## src/rtl/otter_mem_arbiter.sv

```systemverilog
// Arbitrates one single-ported memory between instruction fetch and the MEM stage.
// Data wins ties; a starvation counter forces a fetch grant after STARVE_LIMIT data grants.
module otter_mem_arbiter #(
  parameter int unsigned STARVE_LIMIT = 4
) (
  input  logic        CLK,
  input  logic        RST,
  input  logic        if_req,
  input  logic [31:0] if_addr,
  output logic [31:0] if_rdata,
  output logic        if_valid,
  output logic        if_stall,
  input  logic        dm_req,
  input  logic        dm_we,
  input  logic [31:0] dm_addr,
  input  logic [31:0] dm_wdata,
  input  logic [1:0]  dm_size,
  output logic [31:0] dm_rdata,
  output logic        dm_valid,
  output logic        dm_stall,
  output logic        mem_req,
  output logic        mem_we,
  output logic [31:0] mem_addr,
  output logic [31:0] mem_wdata,
  output logic [1:0]  mem_size,
  input  logic        mem_ack,
  input  logic [31:0] mem_rdata
);

  localparam logic [1:0] ST_IDLE    = 2'd0;
  localparam logic [1:0] ST_BUSY_IF = 2'd1;
  localparam logic [1:0] ST_BUSY_DM = 2'd2;

  localparam int unsigned CW = (STARVE_LIMIT < 1) ? 1 : $clog2(STARVE_LIMIT + 1);
  localparam logic [CW-1:0] LIMIT = CW'(STARVE_LIMIT);

  logic [1:0]    state;
  logic [CW-1:0] starve_cnt;
  logic          forced_if;
  logic          in_pulse;
  logic          grant_dm;
  logic          grant_if;

  assign if_stall = if_req & ~if_valid;
  assign dm_stall = dm_req & ~dm_valid;

  // The requester still holds req during its valid pulse, so granting then would repeat it.
  assign in_pulse  = if_valid | dm_valid;
  assign forced_if = (STARVE_LIMIT != 0) && (starve_cnt == LIMIT) && if_req;
  assign grant_dm  = (state == ST_IDLE) && !in_pulse && dm_req && !forced_if;
  assign grant_if  = (state == ST_IDLE) && !in_pulse && if_req && !grant_dm;

  always_ff @(posedge CLK) begin
    if (RST) begin
      state      <= ST_IDLE;
      starve_cnt <= '0;
      mem_req    <= 1'b0;
      mem_we     <= 1'b0;
      mem_addr   <= '0;
      mem_wdata  <= '0;
      mem_size   <= '0;
      if_valid   <= 1'b0;
      dm_valid   <= 1'b0;
      if_rdata   <= '0;
      dm_rdata   <= '0;
    end else begin
      if_valid <= 1'b0;
      dm_valid <= 1'b0;
      case (state)
        ST_IDLE: begin
          if (grant_dm) begin
            state     <= ST_BUSY_DM;
            mem_req   <= 1'b1;
            mem_we    <= dm_we;
            mem_addr  <= dm_addr;
            mem_wdata <= dm_wdata;
            mem_size  <= dm_size;
            if (!if_req)
              starve_cnt <= '0;
            else if (starve_cnt != LIMIT)
              starve_cnt <= starve_cnt + 1'b1;
          end else if (grant_if) begin
            state      <= ST_BUSY_IF;
            mem_req    <= 1'b1;
            mem_we     <= 1'b0;
            mem_addr   <= if_addr;
            mem_wdata  <= '0;
            mem_size   <= 2'b10;
            starve_cnt <= '0;
          end
        end
        ST_BUSY_IF: begin
          if (mem_ack) begin
            state    <= ST_IDLE;
            mem_req  <= 1'b0;
            if_rdata <= mem_rdata;
            if_valid <= 1'b1;
          end
        end
        ST_BUSY_DM: begin
          if (mem_ack) begin
            state    <= ST_IDLE;
            mem_req  <= 1'b0;
            dm_valid <= 1'b1;
            if (!mem_we)
              dm_rdata <= mem_rdata;
          end
        end
        default: begin
          state   <= ST_IDLE;
          mem_req <= 1'b0;
        end
      endcase
    end
  end

endmodule

```

## config.mk

```make
export PLATFORM = sky130hd
export DESIGN_NAME = otter_mem_arbiter
export DESIGN_NICKNAME = d
export VERILOG_FILES = /design/src/rtl/otter_mem_arbiter.sv
export SDC_FILE = /design/constraint.sdc
export NUM_CORES = 1
export LEC_CHECK = 0
export CAP_MARGIN = 10
export CORE_MARGIN = 2
export CORE_UTILIZATION = 25
export CTS_CLUSTER_SIZE = 40
export DETAILED_ROUTE_END_ITERATION = 7
export GPL_TIMING_DRIVEN = 0
export PLACE_DENSITY = 0.55
export SKIP_LAST_GASP = 1
export SLEW_MARGIN = 10
export SYNTH_ARGS = -nofsm -noshare
export SYNTH_HDL_FRONTEND = slang
export SYNTH_SLANG_ARGS = --single-unit
```

## constraint.sdc

```tcl
create_clock -name CLK -period 3.1 [get_ports CLK]
set_clock_uncertainty 0.15 [all_clocks]
set_input_delay 0.62 -clock CLK [delete_from_list [all_inputs] [get_ports CLK]]
set_output_delay 0.62 -clock CLK [all_outputs]
set_load 0.02 [all_outputs]
```

==> impl_metrics.tcl, run 1 <==
set metrics [dict create \
    swShare_pct 34.5 \
    grt_pass1_wl_um 28900 \
    finalPower_mw 6.60 \
    cp_slowest_cell "clkdlybuf4s50_1" \
    fmaxAchievable_mhz 357 \
    p_leak_nw 3.10 \
    critPathKind "in2out" \
    worst_skew_pair.late_latency_ns 0.41 \
    final_common_cell "clkdlybuf4s50_1" \
    yosysUniqueCellTypes 34 \
    cts_root_buf "clkbuf_16" \
    drc 0 \
    cts.path.max_buffers 2 \
    place_ws_ns 0.283 \
    area_delta_synth_final_pct 70.3 \
    htreeDepth 4 \
    synthCells 594 \
    synthTopCellsByArea "dfxtp_1 54%, nand2_1 14%, a21oi_1 6.4%, a22o_1 5.9%, a311oi_1 5.6%" \
    hold_violations 0 \
    max-cap-violations 0 \
    num-nets-final 1024 \
    power.share.combinational_pct 34.3 \
    ant_nets 0 \
    synth-seq-area-share_pct 53.9 \
    worstMarginPinSlew_ns 0.604 \
    port_buffers 270 \
    drt_iter0_markers 174 \
    drv_slew 0 \
    gp_congestion 0.757 \
    vias 5260 \
    path_clk_slew_ns 0.06 \
    mappedNetlistNets 735 \
    hold_path.class "reg2reg" \
    fp.dieW_um 148 \
    crit_chain "clkdlybuf4s50_1 -> nor2b_1 -> clkdlybuf4s50_1" \
    diodes 0 \
    pin_count 272 \
    rows 52 \
    synth_top_cell_area_share_pct 53.9 \
    p_sw_mw 2.28 \
    start_util_pct 25.5 \
    cts-resized-gates 0 \
    die-area_um2 21800 \
    worstPathMaxFanout 6 \
    drtPass1Iterations 7 \
    p_int_mw 4.32 \
    syn_avg_cell_area_um2 8.70 \
    antenna_found_initial 0 \
    grt_setup_unrepaired "false" \
    cp_common_cell "clkdlybuf4s50_1" \
    cp-start-kind "input pin" \
    hold_buffers 0 \
    period_share_pct 90.4 \
    cts_setup_buffers 0 \
    via_per_inst 4.51 \
    cts_tree "yes" \
    seqPwrFrac_pct 34.5 \
    grt_pass1_vias 5207 \
    ir_worst_vdd_uv 374 \
    final.min_clock_period_ns 2.80 \
    fillers 2066 \
    cts_buffers 17 \
    crit_path_end_kind "output port" \
    die_y_um 148 \
    drive_gt1_share_pct 5.25 \
    status "finished clean" \
    wl_per_cell_um 16.2 \
    cp.arrival_ns 2.03 \
    yosysWarnings 0 \
    setup_violations 0 \
    synth-seq-cells 139 \
    grt_overflow 0 \
    critPathRequiredTime_ns 2.33 \
    drt-total-wl_um 18900 \
    p_clk_share_pct 31.2 \
    pwr_density_cell_nw_per_um2 750 \
    relSlewSlack_pct 59.7 \
    grt_max_degree 17 \
    slowest_delay_ns 0.62 \
    fin_ws_ns 0.297 \
    final_cell_mix "270 x clkdlybuf4s50_1, 196 x nand2_1, 139 x dfxtp_1" \
    core_um2 20200 \
    synth_area_um2 5160 \
    cts.sinks 139 \
    fin_setup_tns_ns 0 \
    grt_usage_pct 16.9 \
    dpl.hpwl_um 13700 \
    synth_top_area_cell "dfxtp_1" \
]
## path summary, 6_finish.rpt
path | start | endpoint | slack, ns | depth (start not counted)
max reg2reg | state[0]$_SDFFE_PP0P_ | mem_addr[16]$_SDFFE_PP0P_ | 0.89 | 7
max | if_req | if_stall | 0.30 | 3
min reg2reg | dm_rdata[15]$_SDFFE_PP0P_ | dm_rdata[15]$_SDFFE_PP0P_ | 0.30 | 2
min | dm_rdata[15]$_SDFFE_PP0P_ | dm_rdata[15]$_SDFFE_PP0P_ | 0.30 | 2
## flip-flops by register name, indices dropped and copies added, names as in the netlist
name        flops
dm_rdata       32
dm_valid        1
if_rdata       32
if_valid        1
mem_addr       32
mem_req         1
mem_size        2
mem_wdata      32
mem_we          1
starve_cnt      3
state           2
## metrics by stage
step	area [um^2]	utilization, %	cells	hold WS, ns
detailed placement	8210	40.6	1134	0.296
global placement	8210	40.6	1134	0.291
finish	8800	43.5	1166	0.303
floorplan	5160	-	594	0.320
global route	8800	43.5	1166	0.319
CTS	8800	43.5	1166	0.305
## logic make-up after synthesis
kind of cell / after synthesis / synth area share (%)
simple gates: 251 / 20.5
compound gates: 142 / 19.3
fa+ha+maj: 5 / 1.21
mux: 1 / 0.218
flops: 139 / 53.9
buf+inv: 56 / 4.87
## per-layer routing
| metal | vias up | routed length [um] | share of wire [%] | track usage (%) |
|---|---|---|---|---|
| li1 | 2643 | - | - | - |
| met1 | 2402 | 8660 | 46 | 21.8 |
| met2 | 201 | 8520 | 45 | 27.1 |
| met3 | 14 | 1490 | 7.9 | 5.74 |
| met4 | 0 | 225 | 1.2 | 4.71 |
| met5 | - | 0 | 0 | 0 |
## critical path, delay by kind of cell
kind          cells  cell delay (ns)
buf+inv           2             1.23
simple gates      1             0.18
## cells in the mapped netlist
cell and instances:
nand2_1 196, dfxtp_1 139, a21oi_1 66, a22o_1 35
a311oi_1 33, clkbuf_1 33, nor3_1 33, buf_2 9
buf_1 5, ha_1 5, inv_1 5, buf_6 4
nand2b_1 3, nor2_1 3, nor2b_1 3, nand3_1 2
nand4bb_1 2, o211ai_1 2, a211oi_4 1, a221o_1 1
a31oi_1 1, and2_1 1, and2b_1 1, and3_1 1
and3b_1 1, and4bb_1 1, and4bb_2 1, mux2_1 1
nand3b_1 1, nor3_2 1, nor4_1 1, o21ai_0 1
o22ai_1 1, o2bb2ai_1 1
## layout make-up
cell class | instances | area (um^2) | area share [%]
well taps | 270 | 338 | 3.84
flip-flops and latches | 139 | 2780 | 31.6
plain buffers | 51 | 233 | 2.65
multi-input cells | 399 | 2130 | 24.2
repair buffers | 270 | 2700 | 30.7
clock buffers | 18 | 429 | 4.88
inverters | 5 | 18.8 | 0.213
clock inverters | 14 | 161 | 1.83
## power by group through the flow
| stage | Sequential [mW] | Clock [mW] | Combinational [mW] |
|---|---|---|---|
| final | 2.28 | 2.06 | 2.26 |
| after global routing | 2.31 | 2.21 | 2.43 |
| after global placement | 2.31 | 0 | 2.28 |
| after detailed placement | 2.31 | 0 | 2.28 |
| after floorplan | 2.66 | 0 | 0.829 |
| after CTS | 2.28 | 2.12 | 2.29 |
(Power assumes the default switching activity.)
==> inputs of run 2 (changes only) <==
--- a/config.mk
+++ b/config.mk
@@ -11,9 +11,8 @@
 export CTS_CLUSTER_SIZE = 40
 export DETAILED_ROUTE_END_ITERATION = 7
 export GPL_TIMING_DRIVEN = 0
-export PLACE_DENSITY = 0.55
+export PLACE_DENSITY = 0.57
 export SKIP_LAST_GASP = 1
-export SLEW_MARGIN = 10
 export SYNTH_ARGS = -nofsm -noshare
 export SYNTH_HDL_FRONTEND = slang
 export SYNTH_SLANG_ARGS = --single-unit
==> constraint.sdc (replaced) <==
create_clock -name CLK -period 2.35 [get_ports CLK]
set_clock_uncertainty 0.15 [all_clocks]
set_input_delay 0.47 -clock CLK [delete_from_list [all_inputs] [get_ports CLK]]
set_output_delay 0.47 -clock CLK [all_outputs]
set_load 0.02 [all_outputs]
==> run 2 against run 1 <==
  * Routed wire length fell by 3.1%
  * Global-route usage down 0.26 points
  * Via count is 0.87% higher
  * Die area unchanged
  * Combinational power is 33% higher
  * Cell area grew 0.48%
  * Critical path depth fell by 2
  * Hold slack got worse by 0.0011 ns
  * Sequential share of layout area is 0.15 points lower
==> impl_metrics.tcl, run 2 (synthesized netlist as in run 1, its figures left out) <==
set metrics [dict create \
    status "finished clean" \
    hold_buffers 0 \
    cts.sinks 139 \
    worstPathMaxFanout 6 \
    final_area_um2 8840 \
    hold_path.class "reg2reg" \
    worst_skew_pair.late_latency_ns 0.41 \
    vias 5306 \
    port_buffers 270 \
    drv_slew 0 \
    utilization_pct 43.7 \
    pwr_density_cell_nw_per_um2 991 \
    die_y_um 148 \
    slowest_delay_ns 0.68 \
    dpl_cell_area_um2 8210 \
    max-cap-violations 0 \
    cp-start-kind "flop" \
    fillers 2026 \
    gp_congestion 0.753 \
    p_clk_share_pct 31.4 \
    htreeDepth 4 \
    final.min_clock_period_ns 2.24 \
    path_clk_slew_ns 0.06 \
    antenna_found_initial 0 \
    critPathKind "reg2out" \
    grt_overflow 0 \
    hold_violations 0 \
    fp.dieW_um 148 \
    multiInputGateArea_um2 2140 \
    cts_buffers 17 \
    pin_count 272 \
    cts_root_buf "clkbuf_16" \
    drt-total-wl_um 18300 \
    critPathRequiredTime_ns 1.73 \
    seq_area_um2 2780 \
    fin_setup_tns_ns 0 \
    drc 0 \
    timing.hold.ws_ns 0.302 \
    grt_usage_pct 16.7 \
    cp_slowest_cell "clkdlybuf4s50_1" \
    die-area_um2 21800 \
    drtPass1Iterations 6 \
    via_per_inst 4.54 \
    setup_violations 0 \
    path_buf_inv 1 \
    area_delta_synth_final_pct 71.1 \
    power.share.combinational_pct 34.2 \
    drive_gt1_share_pct 5.79 \
    crit_path_end_kind "output port" \
    start_util_pct 25.5 \
    final_common_cell "clkdlybuf4s50_1" \
    grt_pass1_vias 5196 \
    cts.path.max_buffers 2 \
    final_cell_mix "268 x clkdlybuf4s50_1, 196 x nand2_1, 139 x dfxtp_1" \
    seqPwrFrac_pct 34.3 \
    p_leak_nw 3.12 \
    cp.arrival_ns 1.62 \
    num-nets-final 1026 \
    fmaxAchievable_mhz 446 \
    drt_iter0_markers 200 \
    ant_nets 0 \
    cts_tree "yes" \
    wl_per_cell_um 15.7 \
    swShare_pct 34.5 \
    p_sw_mw 3.03 \
    diodes 0 \
    rows 52 \
    path_delay_family "buffers and inverters" \
    crit_chain "clkdlybuf4s50_1" \
    core_um2 20200 \
    grt_pass1_wl_um 28800 \
    grt_setup_unrepaired "false" \
    worstMarginPinSlew_ns 0.566 \
    grt_max_degree 17 \
    ir_worst_vdd_uv 487 \
    relSlewSlack_pct 62.3 \
    p_int_mw 5.73 \
    dpl.hpwl_um 13500 \
    period_share_pct 95.3 \
]
run 2: cell types whose count changed in the layout (fill, tap and decap cells not counted), moves of 2 or more:
cell             change
buf_1                -2
clkbuf_2             +2
clkdlybuf4s50_1      -2
clkinv_4             -2
clkinvlp_4           +2
dlygate4sd2_1        +2
run 2: final cells by class:
class	count	share of cell area (%)
Clock inverter	15	1.97
Sequential cell	139	31.5
Buffer	51	2.66
Clock buffer	17	4.81
Inverter	5	0.212
Tap cell	270	3.82
Timing Repair Buffer	272	30.9
Multi-Input combinational cell	399	24.2
run 2: final timing paths:
path                              end  cells past startpoint                startpoint  slack, ns
max                          if_valid                      1       if_valid$_SDFF_PP0_       0.11
min          dm_rdata[3]$_SDFFE_PP0P_                      2  dm_rdata[3]$_SDFFE_PP0P_       0.30
max reg2reg  mem_addr[3]$_SDFFE_PP0P_                      6     state[0]$_SDFFE_PP0P_       0.18
min reg2reg  dm_rdata[3]$_SDFFE_PP0P_                      2  dm_rdata[3]$_SDFFE_PP0P_       0.30
run 2: per-stage QoR:
stage               total power [mW]  cells  setup slack, ns
floorplan                       4.60    594            0.457
global placement                6.05   1134           -0.403
detailed placement              6.04   1134           -0.390
CTS                             8.85   1166           0.0408
global route                    9.23   1168          0.00138
finish                          8.76   1168            0.109
run 2: power by group through the flow:
stage | registers, mW | logic, mW | clock network (mW)
4_1_cts | 3.01 | 3.00 | 2.84
3_3_place_gp | 3.04 | 3.00 | 0
2_1_floorplan | 3.50 | 1.09 | 0
5_1_grt | 3.06 | 3.25 | 2.93
3_5_place_dp | 3.04 | 3.00 | 0
6_report | 3.01 | 3.00 | 2.75
run 2: per-layer routing:
layer / vias to the layer above / track usage, % / part of all wire, %
met5: - / 0 / 0
met4: 0 / 4.90 / 1.5
met3: 16 / 5.80 / 8.2
met2: 199 / 26.1 / 45
met1: 2435 / 21.7 / 45
li1: 2656 / - / -
run 2: repair_timing:
action	in CTS	in global routing
setup endpoints to repair	2	46
gates resized for setup	2	3
gates cloned	0	0
buffers inserted	0	2
pin swaps	0	1
==> inputs of run 3 (changes only) <==
--- a/config.mk
+++ b/config.mk
@@ -7,11 +7,12 @@
 export LEC_CHECK = 0
 export CAP_MARGIN = 10
 export CORE_MARGIN = 2
-export CORE_UTILIZATION = 25
+export CORE_UTILIZATION = 36
 export CTS_CLUSTER_SIZE = 40
 export DETAILED_ROUTE_END_ITERATION = 7
 export GPL_TIMING_DRIVEN = 0
-export PLACE_DENSITY = 0.57
+export HOLD_SLACK_MARGIN = 0.08
+export PLACE_DENSITY = 0.77
 export SKIP_LAST_GASP = 1
 export SYNTH_ARGS = -nofsm -noshare
 export SYNTH_HDL_FRONTEND = slang
==> constraint.sdc (replaced) <==
create_clock -name CLK -period 2.35 [get_ports CLK]
set_clock_uncertainty 0.15 [all_clocks]
set_input_delay 0.47 -clock CLK [delete_from_list [all_inputs] [get_ports CLK]]
set_output_delay 0.47 -clock CLK [all_outputs]
set_load 0.05 [all_outputs]
==> run 3 against run 2 <==
  * Largest power group is now combinational logic
  * Largest cell class unchanged
  * Fmax decreased by 0.68%
  * Clock-buffer cell count increased by 2
  * Global-route usage increased by 5.5 points
  * Non-clock buffer count decreased by 2
  * Flip-flop and latch count unchanged
==> impl_metrics.tcl, run 3 (synthesized netlist as in run 1, its figures left out) <==
set metrics [dict create \
    core_um2 13900 \
    final_common_cell "clkdlybuf4s50_1" \
    critPathKind "in2out" \
    drtPass1Iterations 4 \
    pin_count 272 \
    hold_violations 0 \
    p_leak_nw 3.15 \
    drive_gt1_share_pct 6.03 \
    finalPower_mw 9.50 \
    cts.path.max_buffers 2 \
    start_util_pct 37.1 \
    seq_area_um2 2780 \
    drv_slew 0 \
    htreeDepth 4 \
    relSlewSlack_pct 61.2 \
    via_per_inst 4.98 \
    multiInputGateArea_um2 2130 \
    die-area_um2 15300 \
    num-nets-final 1024 \
    hold_buffers 0 \
    hold_path.class "reg2reg" \
    vias 5363 \
    final.min_clock_period_ns 2.26 \
    period_share_pct 96.0 \
    drc 0 \
    cts_buffers 17 \
    diodes 0 \
    path_clk_slew_ns 0.05 \
    grt_setup_unrepaired "false" \
    grt_pass1_vias 5204 \
    dpl.hpwl_um 12500 \
    fin_setup_tns_ns 0 \
    critPathRequiredTime_ns 1.73 \
    ant_nets 0 \
    die_y_um 124 \
    wl_per_cell_um 15.8 \
    cp-start-kind "input pin" \
    worst_skew_pair.late_latency_ns 0.41 \
    grt_pass1_wl_um 26200 \
    worstMarginPinSlew_ns 0.581 \
    antenna_found_initial 0 \
    fillers 1228 \
    cts_tree "yes" \
    fp.dieW_um 124 \
    cts.sinks 139 \
    cp.arrival_ns 1.64 \
    final-instance-count-excl-fill 1076 \
    ir_worst_vdd_uv 707 \
    drt_iter0_markers 290 \
    area_delta_synth_final_pct 68.2 \
    fmaxAchievable_mhz 443 \
    cts_root_buf "clkbuf_16" \
    crit_chain "clkdlybuf4s50_1 -> and2b_1 -> dlygate4sd2_1" \
    slowest_delay_ns 0.54 \
    gp_congestion 0.830 \
    min_from "if_rdata[5]$_SDFFE_PP0P_" \
    drt-total-wl_um 17000 \
    port_buffers 270 \
    grt_max_degree 17 \
    rows 43 \
    pwr_density_cell_nw_per_um2 1090 \
    max-cap-violations 0 \
    reg2reg_from "state[0]$_SDFFE_PP0P_" \
    setup_violations 0 \
    dp_cells 1044 \
    status "finished clean" \
    cts_setup_buffers 0 \
    worstPathMaxFanout 3 \
    crit_path_end_kind "output port" \
    utilization_pct 62.4 \
    grt_overflow 0 \
    startpoint "dm_req" \
    final_cell_mix "265 x clkdlybuf4s50_1, 196 x nand2_1, 139 x dfxtp_1" \
    grt_usage_pct 22.2 \
    cp_slowest_cell "dlygate4sd2_1" \
]
-- run 3: changes by cell type in the layout (fill, tap and decap cells not counted), sizes merged --
cell / delta
clkdlybuf4s50: -3
clkbuf: +3
inv: -7
dlygate4sd2: +1
clkinvlp: -3
buf: -2
dlymetal6s2s: +1
clkinv: +8
-- run 3: worst max-delay path, delay by kind of cell --
| family | cells | cell delay (ns) |
|---|---|---|
| buffers and inverters | 2 | 1.04 |
| AND/OR/NAND/NOR | 1 | 0.12 |
-- run 3: path summary, 6_finish.rpt --
| path | cells past startpoint | end | slack, ns |
|---|---|---|---|
| setup / recovery | 3 | dm_stall | 0.09 |
| hold / removal | 2 | if_rdata[5]$_SDFFE_PP0P_ | 0.30 |
| setup reg to reg | 7 | mem_addr[15]$_SDFFE_PP0P_ | 0.16 |
| hold reg to reg | 2 | if_rdata[5]$_SDFFE_PP0P_ | 0.30 |
-- run 3: stage by stage --
step / hold slack (ns) / area [um^2] / setup WS (ns)
after detailed placement: 0.297 / 8090 / -0.332
after CTS: 0.305 / 8680 / -0.0495
after floorplan: 0.320 / 5160 / 0.387
after global placement: 0.291 / 8090 / -0.335
after global routing: 0.319 / 8690 / 0.00975
final: 0.302 / 8690 / 0.0938
-- run 3: routing by layer --
metal	vias to the layer above	track usage (%)	part of all wire [%]
met4	0	10.2	2.7
li1	2646	-	-
met5	-	0	0
met3	35	8.38	9.6
met1	2436	26.3	42
met2	246	35.6	46
-- run 3: timing repair --
item / in CTS / in global routing
endpoints found under the setup margin: 4 / 44
resized for setup: 4 / 11
pin swaps: 0 / 1
-- run 3: power breakdown --
group / switching [mW] / total, mW / internal, mW / leakage [nW]
clock network: 1.04 / 2.66 / 1.63 / 0.293
registers: 0.233 / 3.01 / 2.77 / 1.14
logic: 2.50 / 3.83 / 1.33 / 1.72
-- run 3: cell type report --
type	count	share of cell area [%]
Sequential cell	139	32.0
Timing Repair Buffer	270	31.0
Multi-Input combinational cell	399	24.5
Clock buffer	19	5.21
Buffer	51	2.75
Tap cell	180	2.59
Clock inverter	13	1.66
Inverter	5	0.216
